==> src/rtl/stream_downsize_arbiter_pkg.sv <==
// Shared types and the round-robin pick used by the downsizer arbiter and
// other shared-resource controllers.
package stream_downsize_pkg;

  typedef enum logic {IDLE = 1'b0, BUSY = 1'b1} arb_state_e;

  localparam int unsigned RR_MAX_SRC = 32;

  // First set request after 'last', wrapping modulo n; returns 'last' when none is set.
  function automatic int unsigned rr_pick(input logic [RR_MAX_SRC-1:0] req,
                                          input int unsigned           last,
                                          input int unsigned           n);
    int unsigned idx;
    logic        found;
    rr_pick = last;
    found   = 1'b0;
    for (int unsigned k = 1; k <= RR_MAX_SRC; k++) begin
      idx = last + k;
      if (idx >= n) idx = idx - n;
      if ((k <= n) && !found && req[idx[4:0]]) begin
        rr_pick = idx;
        found   = 1'b1;
      end
    end
  endfunction

endpackage

==> src/rtl/stream_rr_arbiter.sv <==
// Round-robin requester pick with the last-grant pointer; the pointer only
// advances when the owner of the current grant reports completion.
module stream_rr_arbiter
  import stream_downsize_pkg::*;
#(
  parameter int unsigned N_SRC = 4,
  parameter int unsigned SRC_W = (N_SRC > 1) ? $clog2(N_SRC) : 1
) (
  input  logic             clk,
  input  logic             rst_n,
  input  logic [N_SRC-1:0] req_i,
  input  logic             update_i,
  input  logic [SRC_W-1:0] grant_i,
  output logic [SRC_W-1:0] pick_o
);

  logic [SRC_W-1:0]      last_grant_q, last_grant_d;
  logic [RR_MAX_SRC-1:0] req_ext;

  always_comb begin
    req_ext             = '0;
    req_ext[N_SRC-1:0]  = req_i;
    pick_o              = SRC_W'(rr_pick(req_ext, 32'(last_grant_q), N_SRC));
    last_grant_d        = update_i ? grant_i : last_grant_q;
  end

  // Reset to the highest index so the first search starts at source 0.
  always_ff @(posedge clk or negedge rst_n) begin
    if (!rst_n) begin
      last_grant_q <= SRC_W'(N_SRC - 1);
    end else begin
      last_grant_q <= last_grant_d;
    end
  end

endmodule

==> src/rtl/stream_downsize_arbiter.sv <==
// Packet-level round-robin arbiter feeding one downsizer through a single
// registered output stage, tagging every beat with its source index.
module stream_downsize_arbiter
  import stream_downsize_pkg::*;
#(
  parameter int unsigned T_DATA_WIDTH = 8,
  parameter int unsigned T_DATA_RATIO = 2,
  parameter int unsigned N_SRC        = 4,
  localparam int unsigned SRC_W       = (N_SRC > 1) ? $clog2(N_SRC) : 1
) (
  input  logic                    clk,
  input  logic                    rst_n,
  input  logic [T_DATA_WIDTH-1:0] s_data_i [N_SRC-1:0][T_DATA_RATIO-1:0],
  input  logic [N_SRC-1:0]        s_last_i,
  input  logic [N_SRC-1:0]        s_valid_i,
  output logic [N_SRC-1:0]        s_ready_o,
  output logic [T_DATA_WIDTH-1:0] m_data_o [T_DATA_RATIO-1:0],
  output logic                    m_last_o,
  output logic                    m_valid_o,
  input  logic                    m_ready_i,
  output logic [SRC_W-1:0]        m_src_o,
  output logic                    busy_o
);

  arb_state_e              state_q, state_d;
  logic [SRC_W-1:0]        grant_q, grant_d, pick;
  logic                    out_ready, accept, pkt_done;
  logic [T_DATA_WIDTH-1:0] m_data_q [T_DATA_RATIO-1:0];
  logic                    m_valid_q, m_last_q;
  logic [SRC_W-1:0]        m_src_q;

  assign out_ready = !m_valid_q || m_ready_i;

  stream_rr_arbiter #(
    .N_SRC (N_SRC),
    .SRC_W (SRC_W)
  ) u_rr (
    .clk      (clk),
    .rst_n    (rst_n),
    .req_i    (s_valid_i),
    .update_i (pkt_done),
    .grant_i  (grant_q),
    .pick_o   (pick)
  );

  always_ff @(posedge clk or negedge rst_n) begin
    if (!rst_n) begin
      state_q <= IDLE;
      grant_q <= '0;
    end else begin
      state_q <= state_d;
      grant_q <= grant_d;
    end
  end

  // The grant is held until the granted source's last beat is taken, even if it stalls.
  always_comb begin
    state_d   = state_q;
    grant_d   = grant_q;
    s_ready_o = '0;
    accept    = 1'b0;
    pkt_done  = 1'b0;
    case (state_q)
      IDLE: begin
        if (|s_valid_i) begin
          grant_d = pick;
          state_d = BUSY;
        end
      end
      BUSY: begin
        s_ready_o[grant_q] = out_ready;
        accept             = s_valid_i[grant_q] && out_ready;
        if (accept && s_last_i[grant_q]) begin
          pkt_done = 1'b1;
          state_d  = IDLE;
        end
      end
      default: state_d = IDLE;
    endcase
  end

  always_ff @(posedge clk or negedge rst_n) begin
    if (!rst_n) begin
      m_valid_q <= 1'b0;
      m_last_q  <= 1'b0;
      m_src_q   <= '0;
      m_data_q  <= '{default: '0};
    end else if (accept) begin
      m_valid_q <= 1'b1;
      m_last_q  <= s_last_i[grant_q];
      m_src_q   <= grant_q;
      m_data_q  <= s_data_i[grant_q];
    end else if (m_ready_i) begin
      m_valid_q <= 1'b0;
    end
  end

  assign m_data_o  = m_data_q;
  assign m_last_o  = m_last_q;
  assign m_valid_o = m_valid_q;
  assign m_src_o   = m_src_q;
  assign busy_o    = (state_q == BUSY);

endmodule

==> config.mk <==
export PLATFORM = sky130hd
export DESIGN_NAME = stream_downsize_arbiter
export DESIGN_NICKNAME = d
export VERILOG_FILES = /design/src/rtl/stream_downsize_arbiter_pkg.sv /design/src/rtl/stream_rr_arbiter.sv /design/src/rtl/stream_downsize_arbiter.sv
export SDC_FILE = /design/constraint.sdc
export NUM_CORES = 1
export LEC_CHECK = 0
export ABC_AREA = 0
export CORE_ASPECT_RATIO = 0.6
export CORE_UTILIZATION = 41
export CTS_CLUSTER_DIAMETER = 200
export DETAILED_ROUTE_END_ITERATION = 16
export GPL_ROUTABILITY_DRIVEN = 0
export PLACE_DENSITY_LB_ADDON = 0.3
export SYNTH_ARGS = -nofsm -noshare
export SYNTH_HDL_FRONTEND = slang
export SYNTH_HIERARCHICAL = 1
export SYNTH_SLANG_ARGS = --single-unit
==> constraint.sdc <==
create_clock -name clk -period 6.63 [get_ports clk]
set_input_delay 1.326 -clock clk [delete_from_list [all_inputs] [get_ports clk]]
set_output_delay 1.326 -clock clk [all_outputs]
set_load 0.03 [all_outputs]
==> qor.log <==
INFO  power          net-switching-power=0.551mW
INFO  worst_setup_path start_kind=input pin
INFO  job            max_cap_violation_count=0
INFO  finish         filler_cell_count=264
INFO  sta            rsz0062_at_grt=false
INFO  cts            tritoncts=built
INFO  cts            cts_setup_buffers=0
INFO  detailed_routing post_drt_wl_per_cell=17.3µm
INFO  floorplan      placementRows=17
INFO  cts            cts_hold_repair.buffers=0
INFO  cts            cts-buffers-inserted=3
INFO  worst_setup_path setup.worst_path.end_class=output pin
INFO  detailed_routing detailedRoute.firstPassIterationCount=6
INFO  power          power_frac_clock=6.8%
INFO  detailed_routing post-route-drc-count=0
INFO  worst_setup_path endpoint=s_ready_o[0]
INFO  sta            worst_pin_slew=1080ps
INFO  outcome        status=completed
INFO  power          vdd.ir_drop.worst=0.194mV
INFO  finish         layout.area.seq=628µm²
INFO  cts            cts_repair_resize_count=0
INFO  sta            finalCritPeriodShare=67.8%
INFO  synthesis      yosys_warnings=6
INFO  finish         final_layout_size_suffix_gt1_share=24.0%
INFO  placed_design  io_buffers=99
INFO  synthesis      netlist.top_cell.by_area=sky130_fd_sc_hd__dfrtp_1
INFO  synthesis      synthDominantCellAreaShare=32.9%
INFO  worst_setup_path cp_data_required_time=5300ps
INFO  cts            tritoncts_num_sinks=25
INFO  global_routing antenna_found_initial=0
INFO  worst_setup_path worstPathArrival=3170ps
INFO  sta            final-setup-viol-count=0
INFO  detailed_routing ant_nets=0
INFO  finish         nNetsFinal=302
INFO  synthesis      synthFlopType=sky130_fd_sc_hd__dfrtp_1
INFO  sta            fin_setup_tns=0ps
INFO  worst_setup_path worst-r2r-setup-slack=4040ps
INFO  cts            cts.htree.levels=1
INFO  sta            clock_skew=1.75ps
INFO  sta            slew_hr=27.6%
INFO  cts            clk_transition_reported_paths=80ps
INFO  synthesis      synth_enable_flop_cells=0
INFO  global_routing globalRouteTotalUtil=22.8%
INFO  cts            clk_root_buffer_cell=sky130_fd_sc_hd__clkbuf_8
INFO  finish         syn2layout_area_growth=60.1%
INFO  floorplan      core=3870µm²
INFO  global_routing grt_start_max_net_pins=26
INFO  synthesis      yosys_register_bits=25
INFO  worst_setup_path reg2reg_from=grant_q[0]
INFO  synthesis      yosysUniqueCellTypes=35
INFO  min_path       hold_class=reg -> reg
INFO  worst_setup_path critical_path_class=in -> out
INFO  global_routing gr-total-overflow=0
INFO  floorplan      die_area=4540µm²
INFO  sta            hold_viol_final=0
INFO  cts            clk-insertion-delay-late=270ps
INFO  worst_setup_path crit-reg2reg-capture=m_data_o[2]
INFO  global_routing grt_pass1_wl=7.65mm
INFO  detailed_routing drt_wl_total=4.81mm
INFO  synthesis      mappedNetlistArea=1750µm²
INFO  placed_design  placement.setup.worst_slack=2150ps
INFO  finish         final_util=72.4%
INFO  worst_setup_path top_fanout_value_on_the_critical_path=7
INFO  detailed_routing vias_after_detailed_routing=1506
INFO  floorplan      dieWidth=86.4µm
INFO  worst_setup_path ff2ff_path_depth=4
INFO  min_path       min_from=m_last_o
INFO  synthesis      synth_cells=126
INFO  sta            final_max_slew_viol_count=0
INFO  power          switching_share=42.2%
INFO  sta            layout_min_cycle_time=4490ps
INFO  power          leakagePower=1.12nW
INFO  cts            number_of_buffers_on_the_longest_clock_path=2
INFO  floorplan      initial_core_utilization=45.2%
INFO  power          powerDensity=466nW/µm²
INFO  power          comb_power_share=68.7%
INFO  synthesis      post-synth-top-count-cell=sky130_fd_sc_hd__dfrtp_1
INFO  synthesis      synth.top_cells.by_area=sky130_fd_sc_hd__dfrtp_1 33%, sky130_fd_sc_hd__mux4_2 23%, sky130_fd_sc_hd__mux2_4 8.6%
INFO  synthesis      mappedNetlistNets=206
INFO  sta            timing.fmax=222MHz
INFO  floorplan      die-height=52.6µm
INFO  finish         diodes_inserted=0
INFO  sta            postLayoutSetupSlackWorst=2140ps
INFO  placed_design  place_hpwl=3.88mm
INFO  global_routing first_global_vias=1627
INFO  detailed_routing detail_route.iter0.violations=69
INFO  synthesis      synth_top_cells_by_count=23 x sky130_fd_sc_hd__dfrtp_1, 18 x sky130_fd_sc_hd__mux4_2, 13 x sky130_fd_sc_hd__mux2_2
INFO  floorplan      floorplan.io_pins=100
INFO  power          p_int=0.754mW
INFO  synthesis      sequential_to_total_area_share_from_yosys_stat=35.9%
INFO  worst_setup_path startpoint_of_the_worst_setup_timing_path=m_ready_i
INFO  finish         multiInputGateArea=1040µm²
INFO  detailed_routing drt-vias-per-instance=5.42
INFO  power          seq_power_share=24.4%
INFO  synthesis      async_reset_ff_share=100%
INFO  synthesis      synthesis.area_per_instance=13.9µm²
logic make-up (layout without fill, tap and decap cells):
kind of cell | after synthesis | after routing | share of synthesized area, %
muxes | 43 | 43 | 41.2
DFF | 25 | 25 | 35.9
and+or+nand+nor | 25 | 25 | 7.86
buffers and inverters | 14 | 109 | 4.93
AOI/OAI and AO/OA | 13 | 13 | 6.00
adders and majority gates | 5 | 5 | 3.57
xor gates and xnor gates | 1 | 1 | 0.500
worst min path at each step:
stage / cells after the start / slack (ps) / endpoint
2_1_floorplan: 2 / 450 / u_rr/last_grant_q[1]
3_3_place_gp: 1 / 470 / m_last_o
3_5_place_dp: 1 / 470 / m_last_o
4_1_cts: 1 / 490 / m_last_o
5_1_grt: 1 / 510 / m_last_o
6_report: 1 / 480 / m_last_o
flip-flops by register name, indices dropped and copies added, names as in the netlist:
signal             flops
m_data_o              16
grant_q                2
m_src_o                2
u_rr/last_grant_q      2
busy_o                 1
m_last_o               1
m_valid_o              1
per-layer routing:
| metal | GRT usage (%) | part of all wire [%] |
|---|---|---|
| met4 | 5.00 | 1.1 |
| met5 | 0 | 0 |
| met2 | 43.0 | 52 |
| met1 | 26.1 | 40 |
| met3 | 6.30 | 6.6 |
per-stage QoR:
stage | instance area (µm²) | total power [mW] | hold WS (ps) | cells
floorplan | 1750 | 0.955 | 448 | 126
finish | 2800 | 1.31 | 480 | 278
CTS | 2800 | 1.32 | 486 | 278
detailed placement | 2760 | 1.22 | 466 | 274
global route | 2800 | 1.39 | 507 | 278
global placement | 2760 | 1.19 | 466 | 274
power by group through the flow:
stage / Combinational (mW) / Sequential [mW] / Clock (mW)
global placement: 0.871 / 0.314 / 0
global route: 0.956 / 0.333 / 0.0999
detailed placement: 0.900 / 0.324 / 0
floorplan: 0.542 / 0.412 / 0
CTS: 0.904 / 0.321 / 0.0935
finish: 0.897 / 0.319 / 0.0893
worst max-delay path: stages:
cell                              delay (ps)
sky130_fd_sc_hd__clkdlybuf4s50_1         450
sky130_fd_sc_hd__nand2b_1                300
sky130_fd_sc_hd__nand2_1                 130
sky130_fd_sc_hd__nor3_1                  230
sky130_fd_sc_hd__clkdlybuf4s50_1         720
placed cells by master, fill, tap and decap left out, drive strengths merged, types with 2 or more instances in the layout:
cell	count
clkbuf	3
clkdlybuf4s50	99
mux2	23
o21ai	3
dfrtp	23
nor2b	2
nand2b	2
nand3	4
inv	4
nor2	6
buf	2
mux4	18
nand2	5
nor3	3
ha	5
mux2i	2
dfstp	2
a21o	2
final cells by class:
type	instances	share of cell area, %
Timing Repair Buffer	101	35.9
Tap cell	57	2.54
Sequential cell	25	22.4
Clock buffer	3	1.47
Multi-Input combinational cell	87	37.0
Clock inverter	1	0.179
Inverter	4	0.536
(Power assumes the default switching activity.)
